[src/rtl/tx_buf_ptr_store_pkg.sv]
// Shared types and default sizing for the TX buffer pointer store.
package tx_buf_ptr_store_pkg;

    localparam int TX_PAYLOAD_PTR_W    = 10;
    localparam int FLOWID_W            = 4;
    localparam int MAX_FLOW_CNT        = 16;
    localparam int NUM_TX_PTR_RD_PORTS = 2;

    typedef struct packed {
        logic [TX_PAYLOAD_PTR_W:0] head;
        logic [TX_PAYLOAD_PTR_W:0] tail;
    } buf_ptr_pair_t;

    typedef enum logic {
        ST_INIT,
        ST_READY
    } init_state_t;

endpackage

[src/rtl/tx_buf_ptr_store_bank.sv]
// Pointer bank: 1R1W sync-read {head, tail} store with per-half write enables.
// Latency: read data valid the cycle after rd_en (read-old on address collision).
// Backpressure: none; rd_head/rd_tail hold until the next rd_en.
module tx_buf_ptr_store_bank #(
    parameter int FLOW_W = 4,
    parameter int PTR_W  = 10,
    parameter int ELS    = 16
) (
    input  logic              clk,
    input  logic              rst,
    input  logic              head_wr_en,
    input  logic [FLOW_W-1:0] head_wr_addr,
    input  logic [PTR_W:0]    head_wr_data,
    input  logic              tail_wr_en,
    input  logic [FLOW_W-1:0] tail_wr_addr,
    input  logic [PTR_W:0]    tail_wr_data,
    input  logic              rd_en,
    input  logic [FLOW_W-1:0] rd_addr,
    output logic [PTR_W:0]    rd_head,
    output logic [PTR_W:0]    rd_tail
);

    typedef struct packed {
        logic [PTR_W:0] head;
        logic [PTR_W:0] tail;
    } pair_t;

    pair_t mem [0:ELS-1];

    // Halves carry their own address so head and tail updates to different flows land together.
    always_ff @(posedge clk) begin
        if (head_wr_en) mem[head_wr_addr].head <= head_wr_data;
        if (tail_wr_en) mem[tail_wr_addr].tail <= tail_wr_data;
    end

    always_ff @(posedge clk or negedge rst) begin
        if (!rst) begin
            rd_head <= '0;
            rd_tail <= '0;
        end else if (rd_en) begin
            rd_head <= mem[rd_addr].head;
            rd_tail <= mem[rd_addr].tail;
        end
    end

endmodule

[src/rtl/tx_buf_ptr_store.sv]
// Per-flow TX head/tail pointer store with NUM_RD_PORTS read channels, used/free calc and write forwarding.
// Latency: read response 1 cycle after acceptance; writes visible to same-cycle reads.
// Backpressure: per-channel valid/ready; held responses stay stable except for forwarded writes.
module tx_buf_ptr_store
    import tx_buf_ptr_store_pkg::*;
#(
    parameter int NUM_RD_PORTS = NUM_TX_PTR_RD_PORTS,
    parameter int FLOW_W       = FLOWID_W,
    parameter int PTR_W        = TX_PAYLOAD_PTR_W,
    parameter int ELS          = MAX_FLOW_CNT
) (
    input  logic                              clk,
    input  logic                              rst,
    output logic                              init_done,
    input  logic [NUM_RD_PORTS-1:0]           rd_req_val,
    output logic [NUM_RD_PORTS-1:0]           rd_req_rdy,
    input  logic [NUM_RD_PORTS*FLOW_W-1:0]    rd_req_addr,
    output logic [NUM_RD_PORTS-1:0]           rd_resp_val,
    input  logic [NUM_RD_PORTS-1:0]           rd_resp_rdy,
    output logic [NUM_RD_PORTS*FLOW_W-1:0]    rd_resp_addr,
    output logic [NUM_RD_PORTS*(PTR_W+1)-1:0] rd_resp_head,
    output logic [NUM_RD_PORTS*(PTR_W+1)-1:0] rd_resp_tail,
    output logic [NUM_RD_PORTS*(PTR_W+1)-1:0] rd_resp_used,
    output logic [NUM_RD_PORTS*(PTR_W+1)-1:0] rd_resp_free,
    input  logic                              head_wr_val,
    output logic                              head_wr_rdy,
    input  logic [FLOW_W-1:0]                 head_wr_addr,
    input  logic [PTR_W:0]                    head_wr_data,
    input  logic                              tail_wr_val,
    output logic                              tail_wr_rdy,
    input  logic [FLOW_W-1:0]                 tail_wr_addr,
    input  logic [PTR_W:0]                    tail_wr_data,
    input  logic                              new_flow_val,
    output logic                              new_flow_rdy,
    input  logic [FLOW_W-1:0]                 new_flow_flowid,
    input  logic [PTR_W:0]                    new_flow_head,
    input  logic [PTR_W:0]                    new_flow_tail,
    output logic                              err_overflow
);

    localparam int             PW  = PTR_W + 1;
    localparam logic [PW-1:0]  CAP = {1'b1, {PTR_W{1'b0}}};

    init_state_t       state, state_nxt;
    logic [FLOW_W-1:0] cnt, cnt_nxt;
    logic              sweep_wr;

    always_ff @(posedge clk or negedge rst) begin
        if (!rst) begin
            state     <= ST_INIT;
            cnt       <= '0;
            init_done <= 1'b0;
        end else begin
            state     <= state_nxt;
            cnt       <= cnt_nxt;
            init_done <= (state == ST_READY);
        end
    end

    always_comb begin
        state_nxt = state;
        cnt_nxt   = cnt;
        sweep_wr  = 1'b0;
        case (state)
            ST_INIT: begin
                sweep_wr = 1'b1;
                if (cnt == FLOW_W'(ELS - 1)) begin
                    state_nxt = ST_READY;
                    cnt_nxt   = '0;
                end else begin
                    cnt_nxt = cnt + 1'b1;
                end
            end
            default: ;
        endcase
    end

    assign new_flow_rdy = init_done;
    assign head_wr_rdy  = init_done & ~new_flow_val;
    assign tail_wr_rdy  = init_done & ~new_flow_val;

    logic              h_en, t_en;
    logic [FLOW_W-1:0] h_addr, t_addr;
    logic [PW-1:0]     h_dat, t_dat;

    // Committed head/tail writes; these feed every bank and every forwarding path.
    always_comb begin
        h_en   = 1'b0;
        t_en   = 1'b0;
        h_addr = head_wr_addr;
        t_addr = tail_wr_addr;
        h_dat  = head_wr_data;
        t_dat  = tail_wr_data;
        if (sweep_wr) begin
            h_en   = 1'b1;
            t_en   = 1'b1;
            h_addr = cnt;
            t_addr = cnt;
            h_dat  = '0;
            t_dat  = '0;
        end else if (new_flow_val && new_flow_rdy) begin
            h_en   = 1'b1;
            t_en   = 1'b1;
            h_addr = new_flow_flowid;
            t_addr = new_flow_flowid;
            h_dat  = new_flow_head;
            t_dat  = new_flow_tail;
        end else begin
            h_en = head_wr_val & head_wr_rdy;
            t_en = tail_wr_val & tail_wr_rdy;
        end
    end

    logic [NUM_RD_PORTS-1:0] ovf;

    for (genvar g = 0; g < NUM_RD_PORTS; g++) begin : g_ch
        logic [FLOW_W-1:0] req_addr, addr;
        logic              acc, vld, h_ovr, t_ovr;
        logic [PW-1:0]     q_head, q_tail, h_reg, t_reg, eff_head, eff_tail, used, free;

        assign req_addr      = rd_req_addr[g*FLOW_W +: FLOW_W];
        assign rd_req_rdy[g] = init_done & (~vld | rd_resp_rdy[g]);
        assign acc           = rd_req_val[g] & rd_req_rdy[g];

        tx_buf_ptr_store_bank #(.FLOW_W(FLOW_W), .PTR_W(PTR_W), .ELS(ELS)) u_bank (
            .clk          (clk),
            .rst          (rst),
            .head_wr_en   (h_en),
            .head_wr_addr (h_addr),
            .head_wr_data (h_dat),
            .tail_wr_en   (t_en),
            .tail_wr_addr (t_addr),
            .tail_wr_data (t_dat),
            .rd_en        (acc),
            .rd_addr      (req_addr),
            .rd_head      (q_head),
            .rd_tail      (q_tail)
        );

        // Overlay registers shadow bank data whenever a write to this flow commits after the bank read.
        always_ff @(posedge clk or negedge rst) begin
            if (!rst) begin
                vld   <= 1'b0;
                addr  <= '0;
                h_ovr <= 1'b0;
                t_ovr <= 1'b0;
                h_reg <= '0;
                t_reg <= '0;
            end else if (acc) begin
                vld   <= 1'b1;
                addr  <= req_addr;
                h_ovr <= h_en && (h_addr == req_addr);
                t_ovr <= t_en && (t_addr == req_addr);
                h_reg <= h_dat;
                t_reg <= t_dat;
            end else begin
                if (rd_resp_rdy[g]) vld <= 1'b0;
                if (vld && h_en && (h_addr == addr)) begin
                    h_ovr <= 1'b1;
                    h_reg <= h_dat;
                end
                if (vld && t_en && (t_addr == addr)) begin
                    t_ovr <= 1'b1;
                    t_reg <= t_dat;
                end
            end
        end

        assign eff_head = h_ovr ? h_reg : q_head;
        assign eff_tail = t_ovr ? t_reg : q_tail;
        assign used     = eff_tail - eff_head;
        assign free     = CAP - used;
        assign ovf[g]   = vld & (used > CAP);

        assign rd_resp_val[g]                   = vld;
        assign rd_resp_addr[g*FLOW_W +: FLOW_W] = vld ? addr     : '0;
        assign rd_resp_head[g*PW +: PW]         = vld ? eff_head : '0;
        assign rd_resp_tail[g*PW +: PW]         = vld ? eff_tail : '0;
        assign rd_resp_used[g*PW +: PW]         = vld ? used     : '0;
        assign rd_resp_free[g*PW +: PW]         = vld ? free     : '0;
    end

    always_ff @(posedge clk or negedge rst) begin
        if (!rst)      err_overflow <= 1'b0;
        else if (|ovf) err_overflow <= 1'b1;
    end

endmodule

[config.mk]
export PLATFORM = sky130hd
export DESIGN_NAME = tx_buf_ptr_store
export DESIGN_NICKNAME = d
export VERILOG_FILES = /design/src/rtl/tx_buf_ptr_store_pkg.sv /design/src/rtl/tx_buf_ptr_store_bank.sv /design/src/rtl/tx_buf_ptr_store.sv
export SDC_FILE = /design/constraint.sdc
export NUM_CORES = 1
export LEC_CHECK = 0
export CAP_MARGIN = 40
export CELL_PAD_IN_SITES_DETAIL_PLACEMENT = 1
export CELL_PAD_IN_SITES_GLOBAL_PLACEMENT = 1
export CORE_MARGIN = 2
export CORE_UTILIZATION = 54
export DETAILED_ROUTE_END_ITERATION = 16
export PLACE_DENSITY_LB_ADDON = 0.1
export SLEW_MARGIN = 20
export SYNTH_ARGS = -nofsm -noshare
export SYNTH_HDL_FRONTEND = slang
export SYNTH_HIERARCHICAL = 1
export SYNTH_SLANG_ARGS = --single-unit
[constraint.sdc]
create_clock -name clk -period 4.9 [get_ports clk]
set_clock_uncertainty 0.2 [all_clocks]
set_input_delay 0.98 -clock clk [delete_from_list [all_inputs] [get_ports clk]]
set_output_delay 0.98 -clock clk [all_outputs]
set_load 0.005 [all_outputs]
==> metrics.csv, run 1 <==
stage,metric,value,unit
synth,leading area contributor after synthesis,edfxtp_1,
cts,TritonCTS clock tree,built,
drt,detailed-route wire length per cell,29.20,um
pwr,Leak,14.56,nW
critical_path,Worst R2R End,g_ch[0].u_bank/mem[13][19],
synth,sequential share of the synthesized area,68.64,%
layout,synth-to-layout area growth,20.21,%
critical_path,CP Data Required Time,3.72,ns
pwr,NetSw,5.250,mW
critical_path,"Buf+Inv Stages, Crit Path",3,
critical_path,r2r startpoint,init_done,
cts,worst-case clock buffer depth,3,
synth,#FFs+latches synth,813,
layout,Largest register FFs,704,
pwr,Worst VDD drop,0.0002719,V
cts,Clock transition at path regs,0.06,ns
layout,"Most flops, register",g_ch.u_bank/mem,
synth,ranking of synthesized cells by area,"edfxtp_1, mux4_2, dfrtp_1",
timing,Final Setup Violations,1,
global_routing,first-pass GRT wire length,140500,um
drt,initial drt markers,1591,
timing,min cycle time layout,4.910,ns
global_routing,vias in the first global route,21390,
drt,final wirelength,93500,um
timing,Final Hold Fails,0,
synth,top cell type's share of synthesized area,60.79,%
critical_path,Critical Path Sink Type,output port,
timing,Least-Margin Pin Slew,0.8704,ns
global_routing,GRT Overall Usage,28.80,%
layout,Nets,2373,
synth,"Primary FF master, synth",edfxtp_1,
timing,final hold slack,0.1703,ns
cts,htree depth,3,
timing,Rel. slew slack,41.97,%
pwr,PwrDens,456.4,mW/mm2
cts,Clock Sinks,813,
floorplan,die width,257.8,um
timing,setup slack after layout,-0.01023,ns
floorplan,Core ar.,0.06412,mm2
floorplan,die area,0.06644,mm2
drt,Via density,6.147,
synth,mapped cell area,0.03477,mm2
pwr,Cell Int Power,13.83,mW
floorplan,IO Pins,178,
run_status,failing checks,setup timing,
drt,iteration count of the initial detailed-routing pass,5,
cts,clk root buf,clkbuf_16,
critical_path,CP max stage cell,or4_4,
critical_path,FF-to-FF path depth,8,
layout,"commonest non-fill, non-tap cell in the layout",edfxtp_1,
floorplan,Die Span Y,257.8,um
global_routing,largest net degree at the start of global routing,110,
layout,layout cells sized above 1,30.69,%
drt,vias,19680,
critical_path,reg2reg setup slack,1.19,ns
synth,Mapped Nets,2021,
synth,Post-Syn Instances,1923,
timing,unrepaired setup endpoints after global routing,true,
placed_design,Detailed Place HPWL,60410,um
global_routing,gr ovfl total,0,
layout,final cell count without fillers,3202,
synth,number of enable flip-flop cells after synthesis,704,
critical_path,"CP delay by family, top",compound AO/OA/AOI/OAI gates,
drt,Post-DRT Antenna Nets,0,
timing,fmax,0.2037,GHz
hold_path,Hold WC Path Type,input pin to async pin,
floorplan,Initial Util,54.24,%
timing,Final Max Tran Viols,0,
placed_design,DP Area,0.03830,mm2
run_status,run status,"finished, violations left",
global_routing,initial antenna violation count,1,
critical_path,critical path class,flip-flop to output port,
pwr,Combinational Power Share,23.7,%
timing,final worst-path cycle share,100.2,%
critical_path,crit start category,flip-flop,
job,Max-Cap Viols,0,
placed_design,pre-CTS setup slack,0.04089,ns
placed_design,I/O Buffers,177,
cts,worst skew pair latency,0.63,ns
pwr,clock network power share,34.0,%
layout,"Core Util, Final",65.20,%
critical_path,arrival time at the worst endpoint,3.73,ns
cts,TritonCTS Buffers,84,
floorplan,# rows,93,
synth,Synth async-reset ratio,13.41,%
critical_path,cell mode on critical path,buf_6,
critical_path,crit-path cells,"buf_6, mux2_4, fa_2, nand3_4, a21oi_4, or4_4, a221oi_4, o221ai_4, buf_6, o31ai_4, o41ai_2, buf_2",
placed_design,post-placement cell count,3023,
synth,Synth warnings,6,
pwr,Sw Ratio,27.52,%
layout,most frequent cells in the layout,"edfxtp_1, buf_4, nor2_1",
synth,post-synth cell types,72,
critical_path,Worst path max stage delay,0.45,ns
critical_path,CP max FO,4,
layout,"Design Area, Final",0.04180,mm2
drt,drt drc,0,
pwr,sequential power share,42.2,%
placed_design,routability cong.,0.8705,
synth,synthesized area per cell,18.08,um2
-- layout make-up --
| cell class | count | area, um2 |
|---|---|---|
| tap | 855 | 1070 |
| fill | 5460 | 22310 |
| inverter | 16 | 60.06 |
| clock buffer | 108 | 2295 |
| clock inverter | 49 | 521.8 |
| timing repair buffer | 368 | 3333 |
| antenna | 1 | 2.502 |
| sequential | 813 | 23870 |
| multi-input combinational | 992 | 10650 |
-- power groups by stage --
stage / registers (mW) / logic, mW / clock network [mW]
2_1_floorplan: 8.13 / 2.22 / 0
3_3_place_gp: 8.17 / 3.89 / 0
3_5_place_dp: 8.19 / 4.00 / 0
4_1_cts: 8.06 / 4.29 / 6.58
5_1_grt: 8.09 / 4.86 / 6.82
6_report: 8.06 / 4.53 / 6.49
-- through the flow --
stage | total power [mW] | TNS [ns]
after global placement | 12.06 | 0
final | 19.08 | -0.01023
after CTS | 18.93 | -0.2130
after global routing | 19.77 | -0.5343
after detailed placement | 12.18 | 0
after floorplan | 10.36 | 0
-- cells by family after synthesis --
family          after synthesis  synth area share (%)
flops                       813                 68.64
simple gates                395                 5.357
mux                         317                 16.04
compound gates              197                 5.138
buf+inv                     118                 2.421
xor+xnor                     58                 1.461
fa+ha+maj                    25                0.9427
-- how the worst max path moves through the flow --
stage                  endpoint           from  depth (start not counted)  slack [ns]
6_report       rd_resp_free[21]  g_ch[1].t_ovr                         12       -0.01
5_1_grt         rd_resp_free[9]  g_ch[0].t_ovr                         13       -0.12
3_5_place_dp    rd_resp_free[9]  g_ch[0].t_ovr                         11        0.04
2_1_floorplan  rd_resp_free[10]  g_ch[0].t_ovr                         12        0.50
4_1_cts        rd_resp_free[10]  g_ch[0].t_ovr                         14       -0.10
3_3_place_gp    rd_resp_free[9]  g_ch[0].t_ovr                         11        0.11
-- cell usage after synthesis, types with 15 or more instances --
master,instances
inv_1,16
a21boi_0,28
xor2_1,36
clkbuf_1,30
nand2b_1,15
xnor2_1,22
a221oi_2,45
nand2_1,74
nor2_1,165
o22ai_1,46
dfrtp_1,109
nand3_1,19
ha_1,23
mux2_2,73
edfxtp_1,704
mux2i_1,68
nor3_1,32
buf_4,20
and2_1,36
mux4_1,30
mux4_2,146
buf_2,17
-- per-layer routing --
metal / routed length [um] / up-vias / share of wire [%] / track usage, %
li1: - / 8419 / - / -
met5: 0 / - / 0 / 0
met4: 2309 / 0 / 2.5 / 8.414
met2: 45200 / 774 / 48 / 46.30
met3: 7058 / 129 / 7.5 / 6.233
met1: 38930 / 10360 / 42 / 40.14
-- what timing repair did --
item                       in CTS  in global routing
pin swaps                      18                 22
hold buffers                    0                  0
setup buffers                  14                  6
setup endpoints to repair      18                 21
resized for setup              86                 51
Power figures use the tool's default switching activity.
==> run 2: changes to the inputs <==
- ABC_AREA: not set -> 0
==> results of run 2 <==
No change in the layout: final DEF, timing and power equal those of run 1.
==> run 3: changes to the inputs <==
- CELL_PAD_IN_SITES_DETAIL_PLACEMENT: 1 -> not set
- CELL_PAD_IN_SITES_GLOBAL_PLACEMENT: 1 -> not set
- CORE_UTILIZATION: 54 -> 62
- PLACE_DENSITY: not set -> 0.82
- PLACE_DENSITY_LB_ADDON: 0.1 -> not set
- SETUP_SLACK_MARGIN: not set -> 0.1
==> metrics.csv, run 3 (synthesis results as in run 1) <==
stage,metric,value,unit
drt,final wirelength,90110,um
critical_path,reg2reg setup slack,1.10,ns
timing,final worst-path cycle share,100.3,%
critical_path,Critical Path Sink Type,output port,
run_status,run status,"finished, violations left",
timing,min cycle time layout,4.915,ns
floorplan,die area,0.05800,mm2
timing,setup slack after layout,-0.01519,ns
layout,layout cells sized above 1,30.06,%
global_routing,first-pass GRT wire length,132200,um
timing,Setup TNS,-0.01519,ns
pwr,Worst VDD drop,0.0004098,V
global_routing,vias in the first global route,20570,
cts,TritonCTS clock tree,built,
timing,Final Max Tran Viols,0,
critical_path,arrival time at the worst endpoint,3.74,ns
global_routing,initial antenna violation count,2,
drt,drt drc,0,
drt,detailed-route wire length per cell,29.37,um
floorplan,IO Pins,178,
hold_path,Hold WC Path Type,input pin to async pin,
critical_path,CP Data Required Time,3.72,ns
timing,final hold slack,0.1656,ns
drt,Via density,6.629,
global_routing,largest net degree at the start of global routing,55,
drt,vias,20340,
layout,most frequent cells in the layout,"edfxtp_1, buf_4, nor2_1",
cts,Clock Sinks,813,
layout,"Most flops, register",g_ch.u_bank/mem,
global_routing,gr ovfl total,0,
critical_path,r2r startpoint,init_done,
floorplan,# rows,86,
cts,Clock transition at path regs,0.07,ns
floorplan,Initial Util,62.87,%
run_status,failing checks,setup timing,
critical_path,FF-to-FF path depth,8,
global_routing,GRT Overall Usage,31.64,%
floorplan,die width,240.8,um
cts,worst-case clock buffer depth,3,
timing,unrepaired setup endpoints after global routing,true,
timing,Final Setup Violations,1,
pwr,Overall Power,18.47,mW
timing,Rel. slew slack,42.08,%
cts,clk root buf,clkbuf_16,
drt,iteration count of the initial detailed-routing pass,7,
cts,worst skew pair latency,0.62,ns
floorplan,Die Span Y,240.8,um
timing,Least-Margin Pin Slew,0.8687,ns
drt,initial drt markers,2315,
cts,hold_buf cts,0,
timing,fmax,0.2035,GHz
critical_path,CP max FO,7,
layout,"commonest non-fill, non-tap cell in the layout",edfxtp_1,
critical_path,critical path class,flip-flop to output port,
drt,Post-DRT Antenna Nets,0,
layout,Nets,2353,
pwr,Leak,14.42,nW
critical_path,Worst R2R End,g_ch[1].h_reg[10],
timing,Final Hold Fails,0,
critical_path,crit start category,flip-flop,
placed_design,routability cong.,0.9068,
layout,synth-to-layout area growth,18.58,%
cts,TritonCTS Buffers,78,
placed_design,Detailed Place HPWL,53560,um
pwr,PwrDens,447.8,mW/mm2
layout,Largest register FFs,704,
cts,htree depth,3,
placed_design,I/O Buffers,177,
layout,"Core Util, Final",74.56,%
job,Max-Cap Viols,0,
floorplan,Core ar.,0.05531,mm2
[run 3: worst max-delay path by stage]
| stage | from | to | slack (ns) | cells after the start |
|---|---|---|---|---|
| final | g_ch[1].h_ovr | rd_resp_free[21] | -0.02 | 11 |
| after CTS | g_ch[1].t_ovr | rd_resp_free[20] | -0.01 | 12 |
| after global routing | g_ch[0].t_ovr | rd_resp_free[10] | -0.12 | 14 |
| after floorplan | g_ch[0].t_ovr | rd_resp_free[10] | 0.50 | 12 |
| after global placement | g_ch[0].t_ovr | rd_resp_free[10] | 0.12 | 12 |
| after detailed placement | g_ch[0].t_ovr | rd_resp_free[10] | 0.09 | 14 |
[run 3: where the power goes]
group / leakage, nW / switching [mW] / total, mW / internal [mW]
Sequential: 7.66 / 0.172 / 8.07 / 7.90
Combinational: 5.54 / 2.38 / 4.48 / 2.10
Clock: 1.23 / 2.54 / 5.92 / 3.38
Total: 14.4 / 5.09 / 18.5 / 13.4
[run 3: layer usage]
layer  up-vias  share of wire, %  global-route usage [%]
met5         -             0.014                       0
met4         2               3.8                   12.35
met3       216                10                   5.547
met2      1364                49                   51.36
met1     10390                37                   43.53
li1       8367                 -                       -
[run 3: repair_timing]
| item | in CTS | in global routing |
|---|---|---|
| setup endpoints to repair | 21 | 23 |
| gates resized for setup | 65 | 73 |
| setup buffers | 13 | 10 |
| pin swaps | 16 | 22 |
| cloned | 0 | 1 |
[run 3: worst max-delay path: stages (launching register included)]
cell and delay, ns:
dfrtp_2 0.43, buf_12 0.15, mux2i_1 0.44, ha_4 0.31
nand2_1 0.15, a21oi_4 0.06, or4_4 0.45, a221oi_4 0.33
o221ai_2 0.14, buf_4 0.17, o41ai_2 0.32, buf_2 0.17
[run 3: metrics by stage]
stage                     cell area, um2  setup slack [ns]  cells
after floorplan                    34770            0.4950   1923
after global placement             37870            0.1245   2890
after detailed placement           38030           0.09453   2898
after CTS                          40810          -0.01486   3055
after global routing               41230           -0.1206   3067
final                              41240          -0.01519   3068
[run 3: area by class of cell]
class | instances | area [um2]
Clock buffer | 100 | 2118
Sequential cell | 813 | 23870
Inverter | 16 | 60.06
Clock inverter | 44 | 376.6
Timing Repair Buffer | 354 | 3244
Multi-Input combinational cell | 992 | 10630
Antenna cell | 1 | 2.502
Tap cell | 748 | 935.9
Fill cell | 3023 | 14070
